**config.mk**
```make
export PLATFORM = sky130hd
export DESIGN_NAME = acc_burst_arbiter
export DESIGN_NICKNAME = d
export VERILOG_FILES = /design/src/rtl/acc_burst_arbiter.sv
export SDC_FILE = /design/constraint.sdc
export NUM_CORES = 1
export LEC_CHECK = 0
export CORE_ASPECT_RATIO = 1.75
export CORE_MARGIN = 1
export CORE_UTILIZATION = 30
export DETAILED_ROUTE_END_ITERATION = 7
export HOLD_SLACK_MARGIN = 0.03
export PLACE_DENSITY = 0.76
export SETUP_SLACK_MARGIN = 0.05
export SLEW_MARGIN = 20
export SYNTH_ARGS = -nofsm -noshare
export SYNTH_HDL_FRONTEND = slang
export SYNTH_SLANG_ARGS = --single-unit
export TNS_END_PERCENT = 30
```
**constraint.sdc**
```tcl
create_clock -name clk -period 2 [get_ports clk]
set_input_delay 0.2 -clock clk [delete_from_list [all_inputs] [get_ports clk]]
set_output_delay 0.2 -clock clk [all_outputs]
set_load 0.01 [all_outputs]
```
**src/rtl/acc_burst_arbiter.sv**
```systemverilog
// Burst arbiter that lets NUM_REQ macro-result requesters share one accumulation
// buffer. Requesters are picked round-robin and own the beat stream for one
// column block (MACRO_COLUMN beats). The data, valid and ready paths pass straight
// through with no registers. A 2-deep ID FIFO records which requester owns each
// block that has gone into the buffer, so the result leaving the buffer can be
// tagged with blk_id.
//
// Ports:
//   clk, rst            single clock (rising edge); asynchronous active-high reset
//   req_data/vld/rdy    per-requester beat streams (requester i at [i*FP_WIDTH +: FP_WIDTH])
//   acc_data/vld/rdy    granted beat stream to the accumulation buffer
//   blk_vld, blk_rdy    observed result handshake at the buffer output (pops the ID FIFO)
//   blk_id              owner of the result at the buffer output (0 when FIFO empty)
//   blk_done_cnt        completed-block counter
//
// Build option: define ACC_ARB_DONE_CNT_EN to make blk_done_cnt count FIFO pops.
// Without it, blk_done_cnt is tied to 0.
module acc_burst_arbiter #(
  parameter int unsigned NUM_REQ      = 4,
  parameter int unsigned MACRO_COLUMN = 4,
  parameter int unsigned FP_WIDTH     = 16,
  localparam int unsigned ID_W        = (NUM_REQ > 1) ? $clog2(NUM_REQ) : 1
) (
  input  logic                        clk,
  input  logic                        rst,
  input  logic [NUM_REQ*FP_WIDTH-1:0] req_data,
  input  logic [NUM_REQ-1:0]          req_vld,
  output logic [NUM_REQ-1:0]          req_rdy,
  output logic [FP_WIDTH-1:0]         acc_data,
  output logic                        acc_vld,
  input  logic                        acc_rdy,
  input  logic                        blk_vld,
  input  logic                        blk_rdy,
  output logic [ID_W-1:0]             blk_id,
  output logic [15:0]                 blk_done_cnt
);

  localparam int unsigned    CNT_W     = $clog2(MACRO_COLUMN) + 1;
  localparam logic [CNT_W-1:0] LAST_BEAT = CNT_W'(MACRO_COLUMN - 1);
  localparam logic [ID_W-1:0]  LAST_INIT = ID_W'(NUM_REQ - 1);

  typedef enum logic [0:0] {StIdle, StBurst} state_e;

  state_e            state_q, state_d;
  logic [CNT_W-1:0]  beat_cnt_q, beat_cnt_d;
  logic [ID_W-1:0]   grant_q, grant_d;
  logic [ID_W-1:0]   last_q, last_d;
  logic [ID_W-1:0]   fifo_q [2];
  logic [ID_W-1:0]   fifo_d [2];
  logic [1:0]        fifo_cnt_q, fifo_cnt_d;

  logic              beat, push, pop, fifo_full, found;
  logic [ID_W-1:0]   sel;
  int unsigned       idx;

  // Round-robin search starting just after the last completed owner.
  always_comb begin
    found = 1'b0;
    sel   = '0;
    idx   = 0;
    for (int unsigned i = 1; i <= NUM_REQ; i++) begin
      idx = (32'(last_q) + i) % NUM_REQ;
      if (!found && req_vld[idx[ID_W-1:0]]) begin
        found = 1'b1;
        sel   = idx[ID_W-1:0];
      end
    end
  end

  assign fifo_full = (fifo_cnt_q == 2'd2);
  assign pop       = blk_vld & blk_rdy & (fifo_cnt_q != 2'd0);

  always_comb begin
    state_d    = state_q;
    beat_cnt_d = beat_cnt_q;
    grant_d    = grant_q;
    last_d     = last_q;
    push       = 1'b0;
    beat       = 1'b0;
    req_rdy    = '0;
    acc_vld    = 1'b0;
    acc_data   = req_data[grant_q*FP_WIDTH +: FP_WIDTH];
    unique case (state_q)
      StIdle: begin
        // A block whose ID has nowhere to go is never started.
        if (found && !fifo_full) begin
          grant_d = sel;
          state_d = StBurst;
        end
      end
      StBurst: begin
        acc_vld          = req_vld[grant_q];
        req_rdy[grant_q] = acc_rdy;
        beat             = acc_vld & acc_rdy;
        if (beat) begin
          if (beat_cnt_q == LAST_BEAT) begin
            beat_cnt_d = '0;
            push       = 1'b1;
            last_d     = grant_q;
            state_d    = StIdle;
          end else begin
            beat_cnt_d = beat_cnt_q + 1'b1;
          end
        end
      end
      default: state_d = StIdle;
    endcase
  end

  // Two-entry ID FIFO with the head at entry 0. A push can only arrive when
  // the FIFO is not full, because no burst starts while it is full.
  always_comb begin
    fifo_d     = fifo_q;
    fifo_cnt_d = fifo_cnt_q;
    unique case ({push, pop})
      2'b10: begin
        fifo_d[fifo_cnt_q[0]] = grant_q;
        fifo_cnt_d            = fifo_cnt_q + 2'd1;
      end
      2'b01: begin
        fifo_d[0]  = fifo_q[1];
        fifo_cnt_d = fifo_cnt_q - 2'd1;
      end
      2'b11: begin
        fifo_d[0] = (fifo_cnt_q == 2'd1) ? grant_q : fifo_q[1];
        fifo_d[1] = grant_q;
      end
      default: ;
    endcase
  end

  assign blk_id = (fifo_cnt_q != 2'd0) ? fifo_q[0] : '0;

  always_ff @(posedge clk or posedge rst) begin
    if (rst) begin
      state_q    <= StIdle;
      beat_cnt_q <= '0;
      grant_q    <= '0;
      last_q     <= LAST_INIT;
      fifo_q[0]  <= '0;
      fifo_q[1]  <= '0;
      fifo_cnt_q <= 2'd0;
    end else begin
      state_q    <= state_d;
      beat_cnt_q <= beat_cnt_d;
      grant_q    <= grant_d;
      last_q     <= last_d;
      fifo_q     <= fifo_d;
      fifo_cnt_q <= fifo_cnt_d;
    end
  end

`ifdef ACC_ARB_DONE_CNT_EN
  logic [15:0] done_cnt_q, done_cnt_d;

  always_comb begin
    done_cnt_d = done_cnt_q + {15'd0, pop};
  end

  always_ff @(posedge clk or posedge rst) begin
    if (rst) begin
      done_cnt_q <= 16'd0;
    end else begin
      done_cnt_q <= done_cnt_d;
    end
  end

  assign blk_done_cnt = done_cnt_q;
`else
  assign blk_done_cnt = 16'd0;
`endif

endmodule

```
# Word level (Yosys, flattened, before mapping)
# Cells that the tools add are included.
# op_classes
n_eq_ne	6
n_addsub	7
muxes	38
order_cmp	8
bitwise_logic	6
reduce_logical	17
shifts	1
# op_table
op	n
64-bit by 7-bit variable part select with 16-bit output	1
1-bit 2-to-1 mux	17
2-bit by 3-bit < comparator with 1-bit output, second input constant	5
2-bit 2-to-1 mux	7
1-bit binary-select mux with 2-bit select	5
2-bit case mux with 2 select lines	2
2-bit by 1-bit adder with 2-bit output, second input constant	3
2-bit equality test, second input constant	3
1-bit logical AND	6
2-bit case mux with 3 select lines	1
2-bit nonzero test	3
2-bit adder, second input constant	2
4-bit AND	1
4-bit bitwise mux	1
2-bit by 1-bit equality test with 1-bit output, second input constant	2
1-bit zero test	4
4-bit 2-to-1 mux	1
2-bit AND reduction	2
3-bit by 1-bit adder with 3-bit output, second input constant	1
1-bit AND	3
3-bit by 2-bit equality test with 1-bit output, second input constant	1
3-bit 2-to-1 mux	1
3-bit AND reduction	1
3-bit nonzero test	1
other kinds (9)	9
# word_totals
output_inout_bits	39
reg_bits	14
wordCells	90

# Longest topological paths before layout
# depth
depth_word	16
mapped_depth	9
depth_no_buf	8

# Least setup slack after synthesis
# Ideal clock, no wire load.
# synth_path
path_type	reg-to-reg
startpoint	reg grant_q[0]
endpoint	reg fifo_q[2] (netlist name)
path_slack_ps	48
setup_time_ps	125
arrival_time_ps	1828
stages_incl_launch_ff	9
n_path_buf	1
path_cell_list	dfrtp_1 > buf_4 > mux2i_1 > o22ai_2 > nand2_2 > ha_1 > a221oi_1 > a21oi_1 > mux2_2
# synth_between
elab_chain_len	7
elab_cells_between_ends	12
# synth_lines
element	line_no	source
start: declaration	46	logic [ID_W-1:0] grant_q, grant_d;
start signal: assignment	146	grant_q <= grant_d;
1-bit binary-select mux with 2-bit select	92	acc_vld = req_vld[grant_q];
1-bit 2-to-1 mux (implied by the code)	92	
1-bit AND	94	beat = acc_vld & acc_rdy;
1-bit 2-to-1 mux	95	if (beat) begin
1-bit 2-to-1 mux	83	unique case (state_q)
2-bit equality test / 2-bit by 1-bit equality test with 1-bit output (equally long branches)	115	unique case ({push, pop})
2-bit case mux with 3 select lines / 3-bit nonzero test (equally long branches)	--	
end signal: assignment	148	fifo_q <= fifo_d;
end: declaration	48	logic [ID_W-1:0] fifo_q [2];
# Parallel ways exist; a longest one is shown, timed or not. The select of a mux whose other input is x is not followed.
# A chain may end at the register's enable or synchronous reset.

# Worst setup path after layout
# layout_path
startpoint	reg grant_q[0]
endpoint	out acc_data[0]
# layout_between
elab_chain_len	1
# layout_lines
element	line_no	source
64-bit by 7-bit variable part select with 16-bit output	82	acc_data = req_data[grant_q*FP_WIDTH +: FP_WIDTH];
end: declaration	29	output logic [FP_WIDTH-1:0] acc_data,
# No other way between the ends.

==> flow_summary.json <==
{
  "p_leak_nw": 1.140,
  "gr-usage-met2_pct": 33.84,
  "tightest_slew_ns": 0.5735,
  "instances_no_fill": 301,
  "peakVddDrop_v": 0.0007322,
  "start_kind": "flip-flop",
  "drc": 0,
  "vias_per_cell": 4.900,
  "dpl.hpwl_mm": 3.620,
  "clockBufferDepth": 2,
  "clock-root-buffer": "clkbuf_8",
  "whs_ns": 0.2879,
  "synthAdderAreaFrac_pct": 6.950,
  "rr_worst_depth": 8,
  "post-place-ws_ns": -0.1903,
  "numCtsBuffers": 3,
  "drv_slew": 0,
  "synth_top_family_by_area": "multiplexers",
  "final_layout_size_suffix_gt1_share_pct": 24.10,
  "clock.fmax_mhz": 523.7,
  "setup-violations-final": 0,
  "drtIter0Drc": 12,
  "netlist_top_cells_area": "mux4_2 (25%), dfrtp_1 (21%), buf_4 (8.9%)",
  "synth_compound_area_share_pct": 9.036,
  "core_mm2": 0.004666,
  "fillerInstances": 412,
  "clock_latency_ns": 0.25,
  "finalWorstSetupSlack_ns": 0.09052,
  "slew_headroom_pct": 61.47,
  "vias": 1475,
  "ys_ff_latch": 14,
  "reg2reg_slack_ns": 0.11,
  "wire_per_inst_um": 14.47,
  "synth_edf_count": 0,
  "max-cap-violations": 0,
  "num_rows": 33,
  "antenna_left": 0,
  "cp.arrival_ns": 1.71,
  "synth-xor-area-share_pct": 1.216,
  "placed_cells": 294,
  "syn_inst": 135,
  "die_h_um": 93.66,
  "use_met3_pct": 4.531,
  "skew_ns": 0.008881,
  "syn_to_final_growth_pct": 83.75,
  "grtUsageMet1_pct": 14.60,
  "grt_pass1_wl_mm": 6.368,
  "yosysSeqAreaShare_pct": 24.50,
  "cts_sinks": 14,
  "synthFlopType": "dfrtp_1",
  "die_w_um": 54.38,
  "yosysWarningCount": 0,
  "grt_max_degree": 22,
  "p_per_area_mw_per_mm2": 1074,
  "overflow": 0,
  "ios": 112,
  "gp_congestion": 0.8209,
  "initial_core_util_pct": 30.87,
  "syn_area_mm2": 0.001440,
  "synthMuxAreaShare_pct": 33.80,
  "synthSimpleGateAreaFrac_pct": 11.64,
  "reg2reg_to": "fifo_q[2]$_DFFE_PP0P_",
  "portBuffers": 95,
  "rsz0062_at_grt": "yes",
  "antenna_found_initial": 0,
  "grt_pass1_vias": 1476,
  "htree_levels": 1,
  "firstDrtPassIters": 4,
  "synth.distinct_cells": 35,
  "grt.total_usage_pct": 17.13,
  "hp-class": "input pin to async pin",
  "die-area_mm2": 0.005092,
  "end_kind": "output pin",
  "finalCritPeriodShare_pct": 95.47,
  "layout_min_cycle_time_ns": 1.909,
  "cts_tree": "done",
  "fin_nets": 331,
  "async_reset_ff_share_pct": 100.0,
  "fin_tns_setup_ns": 0,
  "grt.busiest_layer": "met2",
  "finalHoldViolCount": 0,
  "critPathMaxFanout": 10,
  "synth_top_area_share_pct": 25.02,
  "r2r_start": "grant_q[0]$_DFFE_PP0P_",
  "startpoint": "grant_q[0]$_DFFE_PP0P_",
  "antennaDiodeCount": 0,
  "utilization_pct": 56.72,
  "worstPathRequired_ns": 1.80,
  "ctsHoldBuffers": 0,
  "drt-total-wl_mm": 4.355,
  "clkTransAtPathRegs_ns": 0.07,
  "outcome": "finished, final reports clean",
  "criticalPathCategory": "flip-flop to output pin",
  "syn_avg_cell_area_um2": 10.67,
  "synth_top_area_cell": "mux4_2"
}
## Yosys cell counts, types with 2 or more instances
master and number:
nor2b_1 5, a21oi_1 6, nand3_1 3, nor2_1 11
buf_2 3, dfstp_2 2, ha_1 8, mux2_2 5
a31oi_1 2, xnor2_1 2, mux2_4 2, mux2i_1 4
mux4_2 16, inv_1 8, nand2_1 4, buf_4 17
o21ai_0 5, nand3b_1 2, dfrtp_1 12, nand2b_1 3
## stage by stage
| stage | power, mW | area, um2 |
|---|---|---|
| after floorplan | 1.682 | 1496 |
| after global placement | 2.583 | 2529 |
| after detailed placement | 2.616 | 2529 |
| after CTS | 2.806 | 2585 |
| after global routing | 3.079 | 2646 |
| final | 2.842 | 2646 |
## power by group
part / switching, mW / internal (mW) / total [mW]
Clock: 0.105 / 0.174 / 0.280
Combinational: 0.808 / 1.20 / 2.01
Sequential: 0.124 / 0.431 / 0.555
Total: 1.04 / 1.80 / 2.84
## kinds of logic (layout without fill, tap and decap cells)
family | after synthesis | in the layout
buffers and inverters | 30 | 129
adders and majority gates | 8 | 8
and+or+nand+nor | 33 | 33
other | 1 | 16
xor gates and xnor gates | 2 | 2
muxes | 27 | 27
DFF | 14 | 14
AOI/OAI and AO/OA | 20 | 20
## worst max-delay path, stage by stage, from the launching register on
cell and delay, ns:
dfrtp_1 0.36, buf_4 0.16, buf_12 0.15, mux4_2 0.49, dlygate4sd2_1 0.31
## cell usage in the layout, fill, tap and decap left out, types with 2 or more instances in the layout
cell,count
mux2_2,5
a21oi_1,5
nand2_1,4
nor2b_1,5
mux2_4,2
buf_4,18
ha_1,6
nand3_1,3
dfstp_2,2
nand3b_1,2
o21ai_0,5
clkdlybuf4s50_1,78
dfrtp_1,12
dlygate4sd2_1,17
xnor2_1,2
buf_12,2
nor2_1,11
mux2i_1,2
clkbuf_8,4
mux4_2,16
mux2i_4,2
nand2b_1,3
a31oi_1,2
conb_1,16
inv_1,7
## flip-flops by register name, summed over array words and instances, names as in the netlist
register	flops
beat_cnt_q	3
fifo_cnt_q	2
fifo_q	4
grant_q	2
last_q	2
state_q	1
## worst max-delay path by stage
stage	depth (start not counted)	endpoint	slack [ns]
after CTS	9	fifo_q[2]$_DFFE_PP0P_	-0.06
after global placement	9	fifo_q[2]$_DFFE_PP0P_	-0.14
after detailed placement	9	fifo_q[2]$_DFFE_PP0P_	-0.19
after global routing	8	fifo_q[2]$_DFFE_PP0P_	-0.02
final	4	acc_data[0]	0.09
after floorplan	8	fifo_q[2]$_DFFE_PP0P_	0.06
## cell type report
cell class	instances	area (um2)	share of cell area, %
Tap cell	52	65.06	2.459
Clock buffer	4	55.05	2.080
Inverter	8	30.03	1.135
Sequential cell	14	352.8	13.33
Timing Repair Buffer	117	1131	42.74
Multi-Input combinational cell	106	1012	38.25
## repair_timing
action / in CTS / in global routing
setup buffers: 1 / 2
setup endpoints to repair: 20 / 11
pin swaps: 0 / 4
gates resized for setup: 21 / 9
## layer usage
metal	routed length (um)	up-vias	share of wire, %
li1	-	689	-
met1	1339	693	31
met2	2442	87	56
met3	510	6	12
met4	63	0	1.4
met5	0	-	0
(Power assumes the default switching activity.)
